**src/rtl/fifo_pkg.sv**
```systemverilog
`default_nettype none
// ============================================================================
//  Module      : fifo_pkg
//  Description : Shared types, defaults and helpers for the FIFO write-side
//                arbiter and the cyclic priority selector.
//                  - arb_state_t : arbiter FSM encoding (IDLE, OWN)
//                  - idx_w()     : index width for an N-entry selection
//                  - N_REQ_DEF / MAX_BURST_DEF : default configuration
//  Revision    : 1.0  initial release
// ============================================================================
package fifo_pkg;

  localparam int N_REQ_DEF     = 4;
  localparam int MAX_BURST_DEF = 4;

  // Explicit 1-bit encoding so the state register width is fixed.
  typedef enum logic [0:0] {
    ST_IDLE = 1'b0,
    ST_OWN  = 1'b1
  } arb_state_t;

  // Width of an index able to address n entries; never narrower than 1 bit.
  function automatic int idx_w(input int n);
    if (n <= 2) begin
      return 1;
    end
    return $clog2(n);
  endfunction

endpackage : fifo_pkg
`default_nettype wire

```
**src/rtl/fifo_wr_arbiter_rr_select.sv**
```systemverilog
`default_nettype none
// ============================================================================
//  Module      : rr_select
//  Description : Combinational cyclic priority search. Returns the first set
//                bit of req at or after position ptr, wrapping from N_REQ-1
//                back to 0. Kept free of arbiter state so a read-side
//                scheduler can reuse it.
//  Ports       : req   in  N_REQ  request vector
//                ptr   in  IDX_W  search start position (must be < N_REQ)
//                found out 1      at least one request bit is set
//                idx   out IDX_W  index of the selected request
//  Revision    : 1.0  initial release
// ============================================================================
module rr_select
  import fifo_pkg::*;
#(
  parameter int N_REQ = N_REQ_DEF,
  parameter int IDX_W = idx_w(N_REQ)
) (
  input  logic [N_REQ-1:0] req,
  input  logic [IDX_W-1:0] ptr,
  output logic             found,
  output logic [IDX_W-1:0] idx
);

  // Doubling the vector and shifting by ptr turns the cyclic search into a
  // plain lowest-set-bit search over the first N_REQ positions.
  logic [2*N_REQ-1:0] w_rot;

  always_comb begin : p_search
    int s;
    w_rot = {req, req} >> ptr;
    found = 1'b0;
    idx   = '0;
    s     = 0;
    // Walk from the farthest position down so the nearest hit wins last.
    for (int k = N_REQ - 1; k >= 0; k--) begin
      if (w_rot[k]) begin
        s = int'(ptr) + k;
        if (s >= N_REQ) begin
          s = s - N_REQ;
        end
        found = 1'b1;
        idx   = IDX_W'(s);
      end
    end
  end

endmodule : rr_select
`default_nettype wire

```
**src/rtl/fifo_wr_arbiter.sv**
```systemverilog
`default_nettype none
// ============================================================================
//  Module      : fifo_wr_arbiter
//  Description : Round-robin write-port arbiter sharing one synchronous FIFO
//                among N_REQ producers. A grant lasts up to MAX_BURST words,
//                after which ownership rotates. Writes are suppressed while
//                the FIFO reports FULL, so it can never overflow.
//  Ports       : clk        in  1              rising-edge clock
//                rst        in  1              asynchronous active-high reset
//                req        in  N_REQ          per-producer valid
//                req_data   in  N_REQ*w_data   producer i at [i*w_data +: w_data]
//                ack        out N_REQ          one-hot, word taken this edge
//                FULL       in  1              FIFO full flag (current cycle)
//                wr         out 1              FIFO write strobe
//                WRITE_DATA out w_data         FIFO write data
//                owner      out IDX_W          current grantee index
//                busy       out 1              arbiter is in the OWN state
//  Revision    : 1.0  initial release
// ============================================================================
module fifo_wr_arbiter
  import fifo_pkg::*;
#(
  parameter int N_REQ     = N_REQ_DEF,
  parameter int w_data    = 8,
  parameter int MAX_BURST = MAX_BURST_DEF
) (
  input  logic                      clk,
  input  logic                      rst,
  input  logic [N_REQ-1:0]          req,
  input  logic [N_REQ*w_data-1:0]   req_data,
  output logic [N_REQ-1:0]          ack,
  input  logic                      FULL,
  output logic                      wr,
  output logic [w_data-1:0]         WRITE_DATA,
  output logic [idx_w(N_REQ)-1:0]   owner,
  output logic                      busy
);

  localparam int IDX_W = idx_w(N_REQ);
  localparam int CNT_W = (MAX_BURST < 1) ? 1 : $clog2(MAX_BURST + 1);

  localparam logic [CNT_W-1:0] c_burst_max = CNT_W'(MAX_BURST);
  localparam logic [IDX_W-1:0] c_idx_last  = IDX_W'(N_REQ - 1);

  // --------------------------------------------------------------------------
  // State
  // --------------------------------------------------------------------------
  arb_state_t       state_q, state_d;
  logic [IDX_W-1:0] owner_q, owner_d;
  logic [IDX_W-1:0] rr_ptr_q, rr_ptr_d;
  logic [CNT_W-1:0] burst_cnt_q, burst_cnt_d;

  // --------------------------------------------------------------------------
  // Combinational helpers
  // --------------------------------------------------------------------------
  logic             w_found;
  logic [IDX_W-1:0] w_sel_idx;
  logic             w_own;
  logic             w_owner_req;
  logic             w_wr;
  logic [IDX_W-1:0] w_owner_next;
  logic [CNT_W-1:0] w_burst_inc;

  rr_select #(
    .N_REQ (N_REQ),
    .IDX_W (IDX_W)
  ) u_rr_select (
    .req   (req),
    .ptr   (rr_ptr_q),
    .found (w_found),
    .idx   (w_sel_idx)
  );

  assign w_own       = (state_q == ST_OWN);
  assign w_owner_req = req[owner_q];
  // FULL gates the strobe directly; a FULL drop lets the write through in
  // the same cycle.
  assign w_wr        = w_own & w_owner_req & ~FULL;

  assign w_owner_next = (owner_q == c_idx_last) ? '0 : owner_q + IDX_W'(1);
  assign w_burst_inc  = burst_cnt_q + CNT_W'(1);

  // --------------------------------------------------------------------------
  // Outputs
  // --------------------------------------------------------------------------
  always_comb begin : p_ack
    ack = '0;
    if (w_wr) begin
      ack[owner_q] = 1'b1;
    end
  end

  // Data is forced to zero when no write happens so the FIFO bus is quiet.
  always_comb begin : p_wdata
    WRITE_DATA = '0;
    if (w_wr) begin
      WRITE_DATA = req_data[int'(owner_q)*w_data +: w_data];
    end
  end

  assign wr    = w_wr;
  assign busy  = w_own;
  assign owner = owner_q;

  // --------------------------------------------------------------------------
  // Next-state logic
  // --------------------------------------------------------------------------
  always_comb begin : p_next
    state_d     = state_q;
    owner_d     = owner_q;
    rr_ptr_d    = rr_ptr_q;
    burst_cnt_d = burst_cnt_q;

    case (state_q)
      ST_IDLE: begin
        // One selection cycle; no write is issued here.
        if (w_found) begin
          owner_d     = w_sel_idx;
          burst_cnt_d = '0;
          state_d     = ST_OWN;
        end
      end

      ST_OWN: begin
        if (!w_owner_req) begin
          // Owner has nothing more to send: hand the port on.
          state_d  = ST_IDLE;
          rr_ptr_d = w_owner_next;
        end else if (w_wr) begin
          burst_cnt_d = w_burst_inc;
          if (w_burst_inc == c_burst_max) begin
            state_d  = ST_IDLE;
            rr_ptr_d = w_owner_next;
          end
        end
        // Owner requesting but FULL: stall, everything holds.
      end

      default: begin
        state_d = ST_IDLE;
      end
    endcase
  end

  // --------------------------------------------------------------------------
  // Registers
  // --------------------------------------------------------------------------
  always_ff @(posedge clk or posedge rst) begin : p_regs
    if (rst) begin
      state_q     <= ST_IDLE;
      owner_q     <= '0;
      rr_ptr_q    <= '0;
      burst_cnt_q <= '0;
    end else begin
      state_q     <= state_d;
      owner_q     <= owner_d;
      rr_ptr_q    <= rr_ptr_d;
      burst_cnt_q <= burst_cnt_d;
    end
  end

endmodule : fifo_wr_arbiter
`default_nettype wire

```
**config.mk**
```make
export PLATFORM = sky130hd
export DESIGN_NAME = fifo_wr_arbiter
export DESIGN_NICKNAME = d
export VERILOG_FILES = /design/src/rtl/fifo_pkg.sv /design/src/rtl/fifo_wr_arbiter_rr_select.sv /design/src/rtl/fifo_wr_arbiter.sv
export SDC_FILE = /design/constraint.sdc
export NUM_CORES = 1
export LEC_CHECK = 0
export BUFFER_PORTS_ARGS = -buffer_cell sky130_fd_sc_hd__buf_2
export CORE_MARGIN = 3
export CORE_UTILIZATION = 46
export CTS_BUF_LIST = sky130_fd_sc_hd__clkbuf_8
export DETAILED_ROUTE_END_ITERATION = 6
export GPL_TIMING_DRIVEN = 0
export PLACE_DENSITY_LB_ADDON = 0.15
export SETUP_SLACK_MARGIN = 0.02
export SLEW_MARGIN = 10
export SYNTH_ARGS = -nofsm -noshare
export SYNTH_HDL_FRONTEND = slang
export SYNTH_SLANG_ARGS = --single-unit
```
**constraint.sdc**
```tcl
create_clock -name clk -period 4.55 [get_ports clk]
set_input_delay 0.455 -clock clk [delete_from_list [all_inputs] [get_ports clk]]
set_output_delay 0.455 -clock clk [all_outputs]
set_load 0.1 [all_outputs]
```
==> results.cfg, run 1 <==
[status]
status = finished, final reports clean

[route]
drc = 0
dr.pass1.iters = 4
wire_per_inst_um = 13.9
drt_iter0_drc = 8
via_per_inst = 5.50
vias = 842
final_antenna_net_count = 0
totalWireLength_um = 2130

[sta]
final.setup.tns_ns = 0
final.setup_skew_ns = 0.00187
max-slew-margin-rel_pct = 65.6
setup_viol = 0
fmax_ghz = 0.404
hold_ws_ns = 0.163
hold_viol = 0
final_max_slew_viol_count = 0
fin_crit_sh_pct = 54.4
worst_pin_slew_ns = 0.516
rsz0062_at_grt = false
post-route-min-period_ns = 2.47

[die]
die_h_um = 48.0
die_area_um2 = 2300
dieWidth_um = 48.0
core_area_um2 = 1580
start_util_pct = 51.3
ios = 55
fp-row-count = 14

[cts]
path_clk_slew_ns = 0.04
clkLatencyLatePin_ns = 0.22
htree_levels = 1
cts_tree = done
postCtsHoldBufs = 0
numCtsBuffers = 3
clockBufferDepth = 2
cts_resized = 0
clkSinkCount = 8
cts_root_buf = clkbuf_8
post_cts_buffers = 0

[yosys]
ys_seq_elements = 8
synth_nets = 125
avgSynthCellArea_um2 = 10.1
synthDistinctLibCells = 24
synth-warning-count = 0
syn_area_um2 = 810
async_flop_share_pct = 100
netlist_instances = 80
synth_edf_count = 0
ys_seq_area_share_pct = 24.7
synth-main-ff-cell = dfrtp_1

[placement]
numPortBuffers = 54
place_congestion = 0.691
post-dp-hpwl_um = 1780
place_area_um2 = 1100
placedCellCount = 150

[worst_setup_path]
critPathKind = reg2out
crit_chain = buf_2 > mux4_2 > and3_1 > buf_2
cp-end-kind = output pin
arrival_ns = 2.02
critPathLaunchType = register
cp.required_ns = 4.09
cp.buffers_inverters = 2
critPathMaxStageDelay_ns = 0.53
path_max_fanout = 10
crit_family = buffers and inverters
cp_slowest_cell = mux4_2
critPathMostFrequentCell = buf_2

[finish]
instances_no_fill = 153
layout_common_cells = buf_2 (55), and3_1 (12), mux4_2 (9)
layout_commonest_cell = buf_2
syn_to_final_growth_pct = 41.0
fin_nets = 184
drive_gt1_share_pct = 53.3
fin_area_um2 = 1140
fillers = 124
diodes = 0

[grt]
grt.busiest_layer = met2
globalRouteMet3Util_pct = 4.14
grt_first_pass_wirelength_um = 2980
met1_usage_pct = 17.7
grt_pass1_vias = 781
grt_usage_pct = 18.4
use_met2_pct = 35.6
overflow = 0
grt_antenna_before_repair = 0
grt_start_max_net_pins = 11

[job]
maxCapViolations = 0

[power]
ir_worst_vdd_mv = 0.414
power.density_nw_per_um2 = 729
total_leakage_power_nw = 0.652

[hold_path]
hold_path.class = in2async
stage by stage:
step           setup slack [ns]  util, %  power (mW)
5_1_grt                    1.93     72.4       0.885
3_5_place_dp               2.27     69.8       0.752
6_report                   2.08     72.4       0.831
3_3_place_gp               2.28     69.8       0.740
2_1_floorplan              1.63        -       0.648
4_1_cts                    2.03     72.4       0.839
state kept, by name, summed over array words and instances (netlist names):
| signal | count |
|---|---|
| rr_ptr_q | 2 |
| owner | 2 |
| busy | 1 |
| burst_cnt_q | 3 |
metal layers:
metal | vias to the layer above | wire (um) | part of all wire, %
met5 | - | 0 | 0
met4 | 0 | 23 | 1.1
met3 | 4 | 236 | 11
met2 | 45 | 1070 | 50
met1 | 382 | 806 | 38
li1 | 411 | - | -
cell usage after synthesis, types with 2 or more instances:
cell | instances | share of area [%]
a31o_2 | 2 | 2.2
clkbuf_1 | 3 | 1.4
nor2_1 | 3 | 1.4
a21oi_1 | 4 | 2.5
o21ai_0 | 3 | 1.9
ha_1 | 6 | 9.3
dfrtp_1 | 8 | 25
mux4_2 | 9 | 25
o22ai_1 | 2 | 1.5
mux2_4 | 2 | 3.7
nand2b_1 | 2 | 1.5
nand2_1 | 6 | 2.8
inv_1 | 8 | 3.7
and3_1 | 12 | 9.3
path summary, 6_finish.rpt:
kind | start | endpoint | slack [ns] | depth (start not counted)
hold / removal | rst | busy$_DFF_PP0_ | 0.16 | 2
hold reg to reg | burst_cnt_q[0]$_DFFE_PP0P_ | burst_cnt_q[0]$_DFFE_PP0P_ | 0.53 | 1
setup reg to reg | owner[1]$_DFFE_PP0P_ | rr_ptr_q[1]$_DFFE_PP0P_ | 2.88 | 4
max in group asynchronous | rst | burst_cnt_q[2]$_DFFE_PP0P_ | 4.16 | 2
min in group clk | burst_cnt_q[0]$_DFFE_PP0P_ | burst_cnt_q[0]$_DFFE_PP0P_ | 0.53 | 1
setup / recovery | owner[0]$_DFFE_PP0P_ | WRITE_DATA[0] | 2.08 | 4
layout make-up:
type                       instances  area (um^2)  share of cell area, %
multi-input combinational         60          563                   49.3
timing repair buffer              54          270                   23.7
sequential                         8          200                   17.5
clock buffer                       3         41.3                   3.62
inverter                           8         30.0                   2.63
tap                               16         20.0                   1.75
buffer                             4         16.3                   1.43
worst reg2reg max path, cell delays in order (launching register included):
cell      delay (ns)
dfrtp_1         0.41
clkbuf_1        0.44
inv_1           0.13
ha_1            0.31
mux2_4          0.27
cell families after synthesis:
kind of cell               after synthesis  synth area share [%]
and+or+nand+nor                         26                  17.5
AOI/OAI and AO/OA                       16                  13.0
buffers and inverters                   12                  5.72
muxes                                   11                  28.7
DFF                                      8                  24.7
adders and majority gates                6                  9.27
xor gates and xnor gates                 1                  1.08
power breakdown:
group          switching [mW]  internal (mW)  leakage [nW]
Combinational           0.414          0.187         0.531
Sequential             0.0440          0.104        0.0992
Clock                  0.0254         0.0571        0.0216
Total                   0.484          0.348         0.652
Note: power is estimated with default switching activity, not from simulation.
==> inputs of run 2 (changes only) <==
- CORE_UTILIZATION: 46 -> 42
- clock period: 4.55 -> 2.3 ns (I/O delays scaled with it)
==> results.cfg, run 2 (synthesis results as in run 1) <==
[job]
maxCapViolations = 0

[die]
dieWidth_um = 49.9
ios = 55
start_util_pct = 45.9
die_area_um2 = 2490
fp-row-count = 15
core_area_um2 = 1760
die_h_um = 49.9

[route]
drt_iter0_drc = 14
drc = 0
vias = 829
totalWireLength_um = 2160
via_per_inst = 5.05
wire_per_inst_um = 13.2
dr.pass1.iters = 4
final_antenna_net_count = 0

[grt]
grt_usage_pct = 17.4
grt_first_pass_wirelength_um = 3420
grt_pass1_vias = 816
grt_start_max_net_pins = 11
grt_antenna_before_repair = 0
overflow = 0

[worst_setup_path]
critPathMaxStageDelay_ns = 0.51
critPathKind = reg2out
cp_slowest_cell = dfrtp_4
rr_endpoint = rr_ptr_q[1]$_DFFE_PP0P_
cp.buffers_inverters = 2
reg2reg_slack_ns = 0.64
path_max_fanout = 10
r2r_start = owner[1]$_DFFE_PP0P_
crit_chain = mux4_2 > clkbuf_1 > and3_2 > buf_4
critPathLaunchType = register
crit_family = buffers and inverters
arrival_ns = 1.95
cp-end-kind = output pin
cp_num_cells = 4
cp.required_ns = 2.07
r2r_cells = 4

[finish]
fin_area_um2 = 1210
fillers = 157
fin_nets = 185
regMostFlops = burst_cnt_q
syn_to_final_growth_pct = 49.8
layout_commonest_cell = buf_2
diodes = 0
largest_reg_flops = 3
layout_common_cells = buf_2 (44), and3_2 (10), buf_4 (10)
drive_gt1_share_pct = 61.9
instances_no_fill = 164

[power]
total_leakage_power_nw = 0.653
power.switching_uw = 962
ir_worst_vdd_mv = 0.927
p_comb_share_pct = 72.2
power.density_nw_per_um2 = 1400
p_seq_share_pct = 17.8
internal_power_uw = 735
pwr-share-clk_pct = 9.9
switching_share_pct = 56.7

[hold_path]
holdCritStartpoint = req[1]
worstHoldEndpoint = owner[0]$_DFFE_PP0P_
hold_path.class = in2reg
hold_depth = 3

[cts]
htree_levels = 1
clkSinkCount = 8
cts_root_buf = clkbuf_8
path_clk_slew_ns = 0.04
numCtsBuffers = 3
cts_tree = done
clkLatencyLatePin_ns = 0.23
clockBufferDepth = 2

[sta]
hold_viol = 0
hold_ws_ns = 0.382
final_max_slew_viol_count = 0
rsz0062_at_grt = false
final.setup_skew_ns = 0.00288
final.setup.tns_ns = 0
worst_pin_slew_ns = 0.520
fin_crit_sh_pct = 94.6
fin_ws_ns = 0.123
post-route-min-period_ns = 2.18
max-slew-margin-rel_pct = 65.4
fmax_ghz = 0.459
setup_viol = 0

[placement]
place_area_um2 = 1130
placedCellCount = 159
place_ws_ns = 0.227
post-dp-hpwl_um = 1760
place_congestion = 0.806
numPortBuffers = 54

[status]
status = finished, final reports clean
## run 2: cell count changes in the layout (fill, tap and decap cells not counted), moves of 2 or more
cell	change
buf_2	-11
and3_1	-10
and3_2	+10
buf_4	+10
dfrtp_1	-3
dfrtp_2	+2
## run 2: metrics by stage
stage               total power, mW  utilization, %
floorplan                      1.30               -
global placement               1.49            64.0
detailed placement             1.51            64.0
CTS                            1.71            68.6
global route                   1.79            68.7
finish                         1.70            68.7
## run 2: cell type report
| cell class | count | area, um^2 | area share (%) |
|---|---|---|---|
| multi-input cells | 60 | 576 | 47.5 |
| repair buffers | 55 | 305 | 25.2 |
| flip-flops and latches | 8 | 206 | 17.0 |
| clock buffers | 3 | 41.3 | 3.41 |
| well taps | 25 | 31.3 | 2.58 |
| inverters | 8 | 30.0 | 2.48 |
| plain buffers | 4 | 18.8 | 1.55 |
| clock inverters | 1 | 3.75 | 0.310 |
## run 2: layer usage
layer / share of wire [%] / track usage [%]
met3: 9.1 / 4.83
met4: 0.28 / 4.61
met5: 0 / 0
met1: 41 / 18.8
met2: 50 / 32.6
## run 2: power by group through the flow
stage	Sequential [mW]	Clock, mW	Combinational [mW]
global route	0.318	0.182	1.30
floorplan	0.468	0	0.832
detailed placement	0.304	0	1.20
finish	0.303	0.168	1.23
global placement	0.299	0	1.19
CTS	0.302	0.173	1.23
## run 2: worst max path at each step
| stage | to | startpoint | slack, ns |
|---|---|---|---|
| floorplan | burst_cnt_q[1]$_DFFE_PP0P_ | owner[0]$_DFFE_PP0P_ | 0.13 |
| global placement | WRITE_DATA[6] | owner[0]$_DFFE_PP0P_ | 0.23 |
| detailed placement | WRITE_DATA[6] | owner[0]$_DFFE_PP0P_ | 0.23 |
| CTS | WRITE_DATA[4] | owner[0]$_DFFE_PP0P_ | 0.09 |
| global route | WRITE_DATA[4] | owner[1]$_DFFE_PP0P_ | 0.05 |
| finish | WRITE_DATA[4] | owner[0]$_DFFE_PP0P_ | 0.12 |
## run 2: worst register-to-register path, stage by stage, from the launching register on
cell,delay (ns)
dfrtp_2,0.39
clkbuf_1,0.42
inv_1,0.14
ha_1,0.32
mux2_4,0.27
## run 2: what timing repair did
action | 4_1_cts | 5_1_grt
hold endpoints to repair | 8 | 0
pin swaps | 0 | 0
resized for setup | 10 | 1
setup buffers | 0 | 0
endpoints found under the setup margin | 10 | 2
hold buffers | 1 | 0
